`config.mk`:
```
export PLATFORM = sky130hd
export DESIGN_NAME = button_cmd_controller
export DESIGN_NICKNAME = d
export VERILOG_FILES = /design/src/rtl/button_cmd_controller.sv
export SDC_FILE = /design/constraint.sdc
export NUM_CORES = 1
export LEC_CHECK = 0
export ABC_AREA = 1
export ABC_CLOCK_PERIOD_IN_PS = 3400
export CAP_MARGIN = 25
export CORE_MARGIN = 5
export CORE_UTILIZATION = 55
export DETAILED_ROUTE_END_ITERATION = 12
export PLACE_DENSITY = 0.72
export SLEW_MARGIN = 20
export SYNTH_ARGS = -nofsm -noshare
export SYNTH_HDL_FRONTEND = slang
export SYNTH_SLANG_ARGS = --single-unit
```
`constraint.sdc`:
```
create_clock -name clk -period 3.4 [get_ports clk]
set_input_delay 0.34 -clock clk [delete_from_list [all_inputs] [get_ports clk]]
set_output_delay 0.34 -clock clk [all_outputs]
set_load 0.02 [all_outputs]
```
`src/rtl/button_cmd_controller.sv`:
```
// Button front-end for the 0-9999 counter: sync, debounce, auto-repeat,
// arbitration and a valid/ready command offer.
//
// Ports:
//   clk        system clock, rising edge
//   rst        synchronous active-high reset
//   btn_up     raw button, 1 = pressed
//   btn_down   raw button, 1 = pressed
//   btn_clr    raw button, 1 = pressed
//   cmd_ready  counter accepts the offered command
//   cmd_valid  command offered
//   cmd_code   01 inc, 10 dec, 11 clear, 00 when idle
//   busy       a command is pending or being offered
module button_cmd_controller #(
    parameter int TICK_DIV     = 50000,
    parameter int STABLE_TICKS = 8,
    parameter int REPEAT_TICKS = 500
) (
    input  logic       clk,
    input  logic       rst,
    input  logic       btn_up,
    input  logic       btn_down,
    input  logic       btn_clr,
    input  logic       cmd_ready,
    output logic       cmd_valid,
    output logic [1:0] cmd_code,
    output logic       busy
);

    localparam int TICK_W = $clog2(TICK_DIV);
    localparam int STB_W  = $clog2(STABLE_TICKS + 1);
    localparam int REP_W  = $clog2(REPEAT_TICKS);

    localparam logic [TICK_W-1:0] TICK_LAST = TICK_W'(TICK_DIV - 1);
    localparam logic [STB_W-1:0]  STB_LAST  = STB_W'(STABLE_TICKS - 1);
    localparam logic [REP_W-1:0]  REP_LAST  = REP_W'(REPEAT_TICKS - 1);

    localparam logic [1:0] CODE_NONE = 2'b00;
    localparam logic [1:0] CODE_INC  = 2'b01;
    localparam logic [1:0] CODE_DEC  = 2'b10;
    localparam logic [1:0] CODE_CLR  = 2'b11;

    typedef enum logic {
        ST_IDLE,
        ST_OFFER
    } state_t;

    // Button vector order: [0] clear, [1] up, [2] down.
    logic [2:0]        raw;
    logic [2:0]        sync1;
    logic [2:0]        sync2;
    logic [2:0]        deb;
    logic [2:0]        deb_q;
    logic [STB_W-1:0]  stable_cnt [3];
    logic [TICK_W-1:0] tick_cnt;
    logic              tick;

    // Repeat counters: [0] up, [1] down.
    logic [REP_W-1:0]  rep_cnt [2];
    logic [1:0]        rep_evt;
    logic [2:0]        press;
    logic [2:0]        set_evt;

    logic [2:0]        pend;
    logic [2:0]        pend_n;
    logic [2:0]        load_clr;

    state_t            state;
    state_t            state_n;
    logic [1:0]        code;
    logic [1:0]        code_n;

    assign raw  = {btn_down, btn_up, btn_clr};
    assign tick = (tick_cnt == TICK_LAST);

    always_ff @(posedge clk) begin
        if (rst) begin
            sync1    <= '0;
            sync2    <= '0;
            tick_cnt <= '0;
        end else begin
            sync1    <= raw;
            sync2    <= sync1;
            tick_cnt <= tick ? '0 : tick_cnt + TICK_W'(1);
        end
    end

    // Debounce: a flip needs STABLE_TICKS consecutive disagreeing ticks.
    always_ff @(posedge clk) begin
        if (rst) begin
            deb   <= '0;
            deb_q <= '0;
            for (int i = 0; i < 3; i++) begin
                stable_cnt[i] <= '0;
            end
        end else begin
            deb_q <= deb;
            if (tick) begin
                for (int i = 0; i < 3; i++) begin
                    if (sync2[i] != deb[i]) begin
                        if (stable_cnt[i] == STB_LAST) begin
                            deb[i]        <= ~deb[i];
                            stable_cnt[i] <= '0;
                        end else begin
                            stable_cnt[i] <= stable_cnt[i] + STB_W'(1);
                        end
                    end else begin
                        stable_cnt[i] <= '0;
                    end
                end
            end
        end
    end

    always_comb begin
        press   = deb & ~deb_q;
        rep_evt = '0;
        for (int j = 0; j < 2; j++) begin
            rep_evt[j] = deb[j+1] & ~press[j+1] & tick
                       & (rep_cnt[j] == REP_LAST);
        end
        set_evt = press | {rep_evt, 1'b0};
    end

    // A press restarts the repeat interval; a released button parks at 0.
    always_ff @(posedge clk) begin
        if (rst) begin
            for (int j = 0; j < 2; j++) begin
                rep_cnt[j] <= '0;
            end
        end else begin
            for (int j = 0; j < 2; j++) begin
                if (!deb[j+1] || press[j+1]) begin
                    rep_cnt[j] <= '0;
                end else if (tick) begin
                    if (rep_cnt[j] == REP_LAST) begin
                        rep_cnt[j] <= '0;
                    end else begin
                        rep_cnt[j] <= rep_cnt[j] + REP_W'(1);
                    end
                end
            end
        end
    end

    always_comb begin
        state_n  = state;
        code_n   = code;
        load_clr = '0;
        case (state)
            ST_IDLE: begin
                if (pend[0]) begin
                    code_n      = CODE_CLR;
                    load_clr[0] = 1'b1;
                    state_n     = ST_OFFER;
                end else if (pend[1]) begin
                    code_n      = CODE_INC;
                    load_clr[1] = 1'b1;
                    state_n     = ST_OFFER;
                end else if (pend[2]) begin
                    code_n      = CODE_DEC;
                    load_clr[2] = 1'b1;
                    state_n     = ST_OFFER;
                end
            end
            ST_OFFER: begin
                if (cmd_ready) begin
                    code_n  = CODE_NONE;
                    state_n = ST_IDLE;
                end
            end
            default: begin
                code_n  = CODE_NONE;
                state_n = ST_IDLE;
            end
        endcase
        // New event in the load cycle survives the clear.
        pend_n = set_evt | (pend & ~load_clr);
    end

    always_ff @(posedge clk) begin
        if (rst) begin
            state <= ST_IDLE;
            code  <= CODE_NONE;
            pend  <= '0;
        end else begin
            state <= state_n;
            code  <= code_n;
            pend  <= pend_n;
        end
    end

    assign cmd_valid = (state == ST_OFFER);
    assign cmd_code  = code;
    assign busy      = (|pend) | cmd_valid;

endmodule

```
### After elaboration in Yosys (flattened, before gate mapping)

Memories as Yosys holds them, arrays and structs flattened.
Cells that the tools add are included.

* flip-flop bits (word level): 34
* memory bits (writable): 30
* input port bits: 6
* word-level logic and storage cells: 173
* memories kept: 2

Memory list
* rep_cnt: depth 2, bits a word 9, rd ports 2, clocked after Yosys merged registers in 0, write ports 2, RTL line 59 `logic [REP_W-1:0] rep_cnt [2];`
* stable_cnt: depth 3, bits a word 4, rd ports 3, clocked after Yosys merged registers in 0, write ports 3, RTL line 54 `logic [STB_W-1:0] stable_cnt [3];`

* add/subtract/negate cells: 6
* equal/unequal tests: 11
* multiplexer cells: 100
* bitwise gates (word level): 34
* reductions and logical operators: 10

Operators by type and width (number)
* two-way mux 1 bit: 77
* two-way mux 9 bit: 6
* two-way mux 4 bit: 9
* adder 9 x 1 -> 9 bit (second input constant): 2
* == test 9 bit (second input constant): 2
* adder 16 x 1 -> 16 bit (second input constant): 1
* == test 16 bit (second input constant): 1
* bitwise OR 1 bit: 16
* adder 4 x 1 -> 4 bit (second input constant): 3
* == test 4 x 3 -> 1 bit (second input constant): 3
* two-way mux 2 bit: 5
* AND reduction 3 bit: 3
* AND 1 bit: 6
* AND 3 bit: 2
* inverter 1 bit: 6
* inverter 3 bit: 2
* bitwise OR 3 bit: 2
* != test 4 bit (second input constant): 1
* case mux 2 bit (2 select lines): 1
* two-way mux 3 bit: 1
* != test 1 bit: 3
* OR reduction 3 bit: 1
* zero test 1 bit: 2
* logical OR 1 bit: 2
* other kinds (4): 4

### Longest topological paths before layout

* depth after elaboration: 9
* gate-level depth with buffers: 8
* depth with buffers taken out: 8

### Least setup slack after synthesis

OpenSTA, ideal clock, no wires.

* path type: register to register
* start point: register tick_cnt[0]
* end point: memory rep_cnt[0][0] (netlist name) (enable)
* library setup time: 0.334 ns
* data arrival time: 1.312 ns
* required time: 3.066 ns
* path slack: 1.754 ns
* stages on the path, launching flop included: 8
* clock period less this slack: 1.646 ns
* cells stage by stage: dfxtp_1 ha_1 nand3_2 nor2_4 nand2_4 nand2_4 inv_1 nand2_1

RTL lines
* start: declaration: RTL line 55 `logic [TICK_W-1:0] tick_cnt;`
* start signal: assignment: RTL line 84 `tick_cnt <= tick ? '0 : tick_cnt + TICK_W'(1);`
* end: declaration: RTL line 59

==> impl_metrics.csv <==
group,metric,value,unit
logic_synthesis,synth_commonest_cells,"nand2_1 (77), nor2_1 (74), inv_1 (54)",
sta,worstMarginPinSlew,0.605,ns
logic_synthesis,syn-cell-area,3170,µm²
logic_synthesis,netlist.area_leader.share,28.4,%
route,via_per_inst,4.86,
min_path,min_from,"sync1[0]",
die,rows,27,
placement,port_buffers,9,
clock_tree,clkLatencyLatePin,0.34,ns
logic_synthesis,synth_fp_nets,394,
worst_setup_path,r2r-start,"tick_cnt[0]",
min_path,worstHoldPathType,"reg -> reg",
logic_synthesis,synth-edff-count,30,
die,boundaryPins,10,
global_route,grt_pass1_wl,9490,µm
finish,nets,411,
sta,final_max_slew_viol_count,0,
worst_setup_path,crit_fanout,21,
clock_tree,cts_resized,0,
clock_tree,clk_root_buffer_cell,"clkbuf_8",
placement,gp_congestion,0.822,
worst_setup_path,crit_type,"in -> reg",
clock_tree,cts_setup_buffers,0,
finish,drive_above_1_share,7.67,%
min_path,hold_end,"sync2[0]",
placement,hpwlAfterDp,3830,µm
worst_setup_path,rr_worst_depth,7,
route,routed_wl,5300,µm
route,route.detailed.drc,0,
logic_synthesis,avgSynthCellArea,8.29,µm²
logic_synthesis,netlist_top_cells_area,"edfxtp_1 (28%), dfxtp_1 (21%), nand2_1 (9.1%)",
sta,slew_headroom,59.6,%
sta,period_share,61.2,%
pwr,irDropWorstVdd,340,µV
pwr,p_per_area,424,nW/µm²
sta,final-hold-violation-count,0,
global_route,grt_usage,16.6,%
die,die_y,85.9,µm
worst_setup_path,crit_path_end_kind,"register",
global_route,antenna_found_initial,0,
logic_synthesis,synth_flop_cell,"dfxtp_1",
finish,diodes,0,
clock_tree,cts_hold_buf,0,
sta,fmax,481,MHz
sta,final.setup_skew,0.00968,ns
placement,pre_cts_ws,0.975,ns
sta,min_period,2.08,ns
clock_tree,cts.sinks,64,
logic_synthesis,ys_warn_count,0,
logic_synthesis,ys_seq_area_share,49.9,%
outcome,status,"finished clean",
route,num_vias,2311,
route,ant_nets,0,
pwr,p_total,1.49,mW
worst_setup_path,critPathArrivalTime,2.08,ns
die,die-area,7380,µm²
route,drt_iter0_markers,149,
clock_tree,htreeDepth,3,
sta,setup_ws,1.32,ns
min_path,min_delay_path_depth,2,
die,core_area,5540,µm²
clock_tree,clockBufferDepth,2,
route,firstDrtPassIters,4,
worst_setup_path,r2r-end,"rep_cnt[0][0]",
sta,fin_tns_setup,0,ns
die,die_w,85.9,µm
logic_synthesis,synth_top_area_cell,"edfxtp_1",
finish,area_delta_synth_final,11.0,%
clock_tree,path_clk_slew,0.07,ns
route,avgRoutedWirePerCell,11.1,µm
worst_setup_path,critPathLaunchType,"input pin",
pwr,p_leak,1.40,nW
global_route,overflow,0,
flow_run,max_cap_viol_count,0,
sta,rsz0062_at_grt,"false",
logic_synthesis,synth-async-reset-ratio,0,%
logic_synthesis,yosys.cell_types.count,32,
global_route,grt_pass1_vias,2220,
global_route,grt_max_degree,22,
finish,n_fill_cell,481,
logic_synthesis,synth_most_common_cell,"nand2_1",
worst_setup_path,crit_required,3.40,ns
sta,setup_violations,0,
die,start_util,57.2,%
logic_synthesis,syn_inst,382,
worst_setup_path,regToRegSetupSlack,1.40,ns
clock_tree,cts_tree,"done",
clock_tree,numCtsBuffers,9,
logic_synthesis,ys_seq_elements,64,
==> final cells by class <==
class | instances | area [µm²] | share of cell area (%)
tap | 72 | 90.1 | 2.56
clock buffer | 10 | 128 | 3.63
timing repair buffer | 10 | 97.6 | 2.78
sequential | 64 | 1580 | 45.0
multi-input combinational | 259 | 1350 | 38.4
clock inverter | 6 | 60.1 | 1.71
inverter | 55 | 208 | 5.91
==> through the flow <==
stage                     util [%]  hold WS, ns  instance area (µm²)  instances
after global placement        60.1        0.390                 3330        460
after CTS                     63.5        0.406                 3520        476
final                         63.5        0.405                 3520        476
after global routing          63.5        0.427                 3520        476
after floorplan                  -        0.388                 3170        382
after detailed placement      60.1        0.396                 3330        460
==> registers in the layout, indices dropped and copies added, names as in the netlist <==
signal	flops
sync1	3
deb	3
stable_cnt	12
cmd_valid	1
pend	3
cmd_code	2
sync2	3
tick_cnt	16
deb_q	3
rep_cnt	18
==> report_power, final <==
group	switching, mW	internal, mW	total, mW
combinational	0.0264	0.0184	0.0448
sequential	0.00912	0.815	0.824
clock	0.285	0.336	0.621
==> metal layers <==
layer	global-route usage, %	part of all wire (%)	vias to the layer above	routed length (µm)
li1	-	-	1252	-
met1	21.1	49	1019	2600
met2	25.9	45	30	2410
met3	3.75	3.2	10	168
met4	9.50	2.3	0	123
met5	0	0	-	0
==> worst max path at each step <==
stage	endpoint	from	slack [ns]
final	rep_cnt[0][0]	rst	1.32
after global routing	rep_cnt[0][0]	rst	1.23
after CTS	rep_cnt[0][0]	rst	1.33
after detailed placement	rep_cnt[0][8]	rst	0.98
after global placement	rep_cnt[0][5]	rst	1.05
after floorplan	rep_cnt[0][0]	tick_cnt[0]	1.75
==> logic make-up (layout without fill, tap and decap cells) <==
logic type,Yosys count,in the layout,share of synthesized area (%)
compound gates,24,24,4.07
xor+xnor,22,22,6.08
fa+ha+maj,6,6,2.37
buf+inv,59,81,7.42
flops,64,64,49.9
simple gates,207,207,30.1
==> critical path: stages <==
cell and delay (ns):
clkdlybuf4s50_1 0.45, buf_4 0.21, inv_1 0.31, nand2_4 0.34, inv_1 0.10, nand2_1 0.31
==> cell usage in the layout, fill, tap and decap left out, types with 2 or more instances in the layout <==
cell type / instances
a21oi_1: 13
clkbuf_8: 9
clkdlybuf4s50_1: 9
clkinv_2: 4
dfxtp_1: 34
edfxtp_1: 30
ha_1: 6
inv_1: 54
nand2_1: 77
nand2_4: 3
nand3_1: 21
nand4_1: 7
nand4_4: 2
nor2_1: 74
nor2_4: 3
nor3_1: 12
o21ai_0: 7
or2_2: 2
xnor2_1: 9
xor2_1: 13
(Power assumes the default switching activity.)
==> edit 1, RTL diff (same flow settings) <==
Set the parameter `TICK_DIV` to 25000 (it was 50000).
--- a/src/rtl/button_cmd_controller.sv
+++ b/src/rtl/button_cmd_controller.sv
@@ -14,3 +14,3 @@
 module button_cmd_controller #(
-    parameter int TICK_DIV     = 50000,
+    parameter int TICK_DIV     = 25000,
     parameter int STABLE_TICKS = 8,
Formal check against the unedited RTL: no difference found for any inputs over 10 cycles, from zero or initial values and one cycle with rst high; that may be too few to reach the edited logic, so the function may still have changed.
==> edit 1 against the original RTL <==
- routed wire length increased by 0.15%
- die area fell by 1.0%
- synthesized area is 1.1% lower
- clock skew down 0.64 ps
- global-route usage down 0.99 points
- first-iteration DRC count is 46% lower
- power rose by 0.17%
- worst setup slack improved by 220 ps
- sequential cell count down 1
- design area is 0.60% lower
- core utilization about the same
- highest routed layer unchanged
==> edit 1: results (changes against the original RTL) <==
Initial DRC Count=80 (was 149); Yosys warning total=0 (unchanged); vias in the first global route=2131 (was 2220); WL/cell=11.4 um (was 11.1 um); Top Registers=rep_cnt: 18 flops, tick_cnt: 15 flops, stable_cnt: 12 flops (was rep_cnt: 18 flops, tick_cnt: 16 flops, stable_cnt: 12 flops); met3 wire len=150 um (was 168 um); worst-path fanout max=5 (was 21); static leakage power=0.00136 uW (was 0.00140 uW); GP Congestion=0.783 (was 0.822); top cells by area, synth=edfxtp_1 29%, dfxtp_1 21%, nand2_1 8.4% (was edfxtp_1 28%, dfxtp_1 21%, nand2_1 9.1%); Vias/cell=4.94 (was 4.86); synth unique cells=33 (was 32); GRT met2 Usage=24.9% (was 25.9%); largest net degree at the start of global routing=20 (was 22); met1 wire length=2580 um (was 2600 um); WL met2=2420 um (was 2410 um); Worst IR Drop VDD=0.000427 V (was 0.000340 V); WP data arrival=1520 ps (was 2080 ps); status=finished, final reports clean (unchanged); routing usage on met1=19.4% (was 21.1%); fillcell total=480 (was 481); pre-CTS WS=1220 ps (was 975 ps); Total GRT Usage=15.6% (was 16.6%); mean post-synth cell area=8.44 um2 (was 8.29 um2); Final Non-Filler Cells=465 (was 476); layout cells sized above 1=11.7% (was 7.67%); first-pass GRT wire length=9050 um (was 9490 um); HPWL Detailed=3770 um (was 3830 um); worst rel slew slack=65.2% (was 59.6%); skew final=9.03 ps (was 9.68 ps); met3 Use GR=3.59% (was 3.75%); Post-Syn Nets=383 (was 394); Critical Path Max Stage Delay=620 ps (was 450 ps)
-- edit 1: kinds of logic (layout without fill, tap and decap cells) --
kind of cell	count (synthesis)	count (layout)	share of synthesized area, %
adders and majority gates	6	6	2.40
and+or+nand+nor	202	202	30.6
DFF	63	63	49.9
buffers and inverters	58	80	7.39
xor gates and xnor gates	22	22	6.15
AOI/OAI and AO/OA	20	20	3.60
-- edit 1: area by class of cell --
type	instances	area share (%)
inverters	54	5.84
flip-flops and latches	63	44.7
multi-input cells	250	38.3
clock inverters	4	0.716
well taps	72	2.58
repair buffers	10	2.79
clock buffers	12	5.08
-- edit 1: final timing paths --
path,startpoint,to,slack [ps],cells after the start
max,pend[1],busy,1540,3
min,sync1[0],sync2[0],410,2
max reg2reg,rep_cnt[0][0],rep_cnt[0][1],1700,7
min reg2reg,sync1[0],sync2[0],410,2
-- edit 1: power by group --
part / total (uW) / internal, uW / switching, uW
clock network: 640 / 351 / 289
registers: 811 / 803 / 8.63
logic: 40.7 / 17.4 / 23.2
==> edit 2, RTL diff (same flow settings) <==
Without the edit above. Reset style: asynchronous (`rst`), changed in 4 clocked blocks. Comments in the files are not updated.
--- a/src/rtl/button_cmd_controller.sv
+++ b/src/rtl/button_cmd_controller.sv
@@ -75,3 +75,3 @@
 
-    always_ff @(posedge clk) begin
+    always_ff @(posedge clk or posedge rst) begin
         if (rst) begin
@@ -88,3 +88,3 @@
     // Debounce: a flip needs STABLE_TICKS consecutive disagreeing ticks.
-    always_ff @(posedge clk) begin
+    always_ff @(posedge clk or posedge rst) begin
         if (rst) begin
@@ -125,3 +125,3 @@
     // A press restarts the repeat interval; a released button parks at 0.
-    always_ff @(posedge clk) begin
+    always_ff @(posedge clk or posedge rst) begin
         if (rst) begin
@@ -180,3 +180,3 @@
 
-    always_ff @(posedge clk) begin
+    always_ff @(posedge clk or posedge rst) begin
         if (rst) begin
Behaviour: same outputs for any inputs over 10 cycles, from zero or initial values and one cycle with rst high; that may be too few to reach the edited logic, so the function may still have changed.
==> edit 2 against the original RTL <==
- hold slack got worse by 79 ps
- routed wire length rose by 25%
- synthesized area rose by 4.9%
- clock skew fell by 0.88 ps
- worst setup slack improved by 92 ps
- power rose by 3.4%
- design area rose by 5.8%
- via count rose by 20%
- first-iteration DRC count rose by 1.3%
- sequential share of layout area fell by 1.9 points
- global-route usage rose by 2.5 points
- register-to-register slack improved by 320 ps
- sequential cell count did not move
==> edit 2: results (changes against the original RTL) <==
status=finished, final reports clean (unchanged); vias in the first global route=2710 (was 2220); compound-gate portion of the synthesized area=5.95% (was 4.07%); Worst IR Drop VDD=0.000253 V (was 0.000340 V); worst hold path type=in2async (was reg2reg); r2r setup slk=1720 ps (was 1400 ps); initial antenna violation count=0 (unchanged); Crit Reg-Reg Startpoint=tick_cnt[0] (unchanged); Internal Power=1220 uW (was 1170 uW); root buffer cell=clkbuf_8 (unchanged); Post-Syn Nets=447 (was 394); GP Congestion=0.818 (was 0.822); Total GRT Usage=19.1% (was 16.6%); post-CTS setup buffers=0 (unchanged); DP Cell Count=516 (was 460); Worst-path clk slew=80 ps; clock buffer count from CTS=9 (unchanged); Top Registers=rep_cnt: 18 flops, tick_cnt: 16 flops, stable_cnt: 12 flops (unchanged); Yosys warning total=0 (unchanged); Worst R2R End=stable_cnt[4] (was rep_cnt[0][0]); HPWL Detailed=4610 um (was 3830 um); Synth Area in XOR/XNOR=3.16% (was 6.08%); static leakage power=0.00192 uW (was 0.00140 uW); Mapped Cells=435 (was 382); cts repair resizes=0 (unchanged); total number of vias=2779 (was 2311); post-synthesis adder-cell area fraction=2.26% (was 2.37%); WP data arrival=1650 ps (was 2080 ps); synth unique cells=30 (was 32); Port Buffers=9 (unchanged); fillcell total=523 (was 481); top cells by area, synth=dfrtp_1 48%, nand2_1 14%, nand3_1 8.9% (was edfxtp_1 28%, dfxtp_1 21%, nand2_1 9.1%); Initial DRC Count=151 (was 149); first-pass GRT wire length=11600 um (was 9490 um); WL/cell=12.4 um (was 11.1 um); worst-path fanout max=7 (was 21); reg2reg path depth=7 (unchanged); most frequent cells after synthesis=122 x nand2_1, 64 x dfrtp_1, 59 x nand3_1 (was 77 x nand2_1, 74 x nor2_1, 54 x inv_1); largest net degree at the start of global routing=45 (was 22); Critical Path Max Stage Delay=580 ps (was 450 ps); post-synthesis mux area share=0% (unchanged); drt pass-1 iters=4 (unchanged); asr flop ratio synth=100% (was 0%); CTS Buffer Depth=2 (unchanged); Final Net Count=464 (was 411); CP max stage cell=clkdlybuf4s50_1 (unchanged); Vias/cell=5.22 (was 4.86); Ant. Diodes=0 (unchanged); skew final=8.79 ps (was 9.68 ps); kind of cell adding the most delay to the critical path=buffers and inverters (unchanged); number of H-tree levels=3 (unchanged); Seq/Total Area, Yosys=48.2% (was 49.9%); layout cells sized above 1=6.35% (was 7.67%); Top FF cell, synth=dfrtp_1 (was dfxtp_1); worst skew pair latency=330 ps; Worst Tran Pin Value=538 ps (was 605 ps)
edit 2: how the worst max path moves through the flow:
stage / from / end / slack [ps]
after floorplan: rst / cmd_code[0] / 1460
after global placement: rst / cmd_valid / 1750
after detailed placement: rst / sync1[2] / 1740
after CTS: cmd_valid / busy / 1410
after global routing: cmd_valid / busy / 1300
final: cmd_valid / busy / 1410
edit 2: through the flow:
stage / instance area [um2] / hold WS, ps
finish: 3720 / 326
global placement: 3490 / 339
CTS: 3720 / 323
global route: 3720 / 353
floorplan: 3320 / 331
detailed placement: 3490 / 346
edit 2: cells by family (layout without fill, tap and decap cells):
group | count (synthesis) | after routing
adders and majority gates | 6 | 6
AOI/OAI and AO/OA | 37 | 37
xor gates and xnor gates | 12 | 12
DFF | 64 | 64
and+or+nand+nor | 249 | 249
buffers and inverters | 67 | 89
edit 2: layer usage:
| layer | global-route usage (%) | wire [um] |
|---|---|---|
| met3 | 3.10 | 189 |
| met5 | 0 | 0 |
| met4 | 10.0 | 148 |
| met1 | 24.1 | 3130 |
| met2 | 31.4 | 3140 |
edit 2: final cells by class:
type | instances | area [um2] | share of cell area, %
tap | 75 | 93.8 | 2.52
inverter | 61 | 229 | 6.16
sequential | 64 | 1600 | 43.1
multi-input combinational | 304 | 1450 | 39.0
clock inverter | 5 | 78.8 | 2.12
clock buffer | 11 | 151 | 4.07
timing repair buffer | 12 | 113 | 3.03
edit 2: power by group through the flow:
stage	clock network [uW]	logic (uW)	registers [uW]
floorplan	0	12.7	781
finish	752	23.0	766
global placement	0	24.0	781
global route	796	26.8	766
CTS	767	24.3	766
detailed placement	0	24.3	781
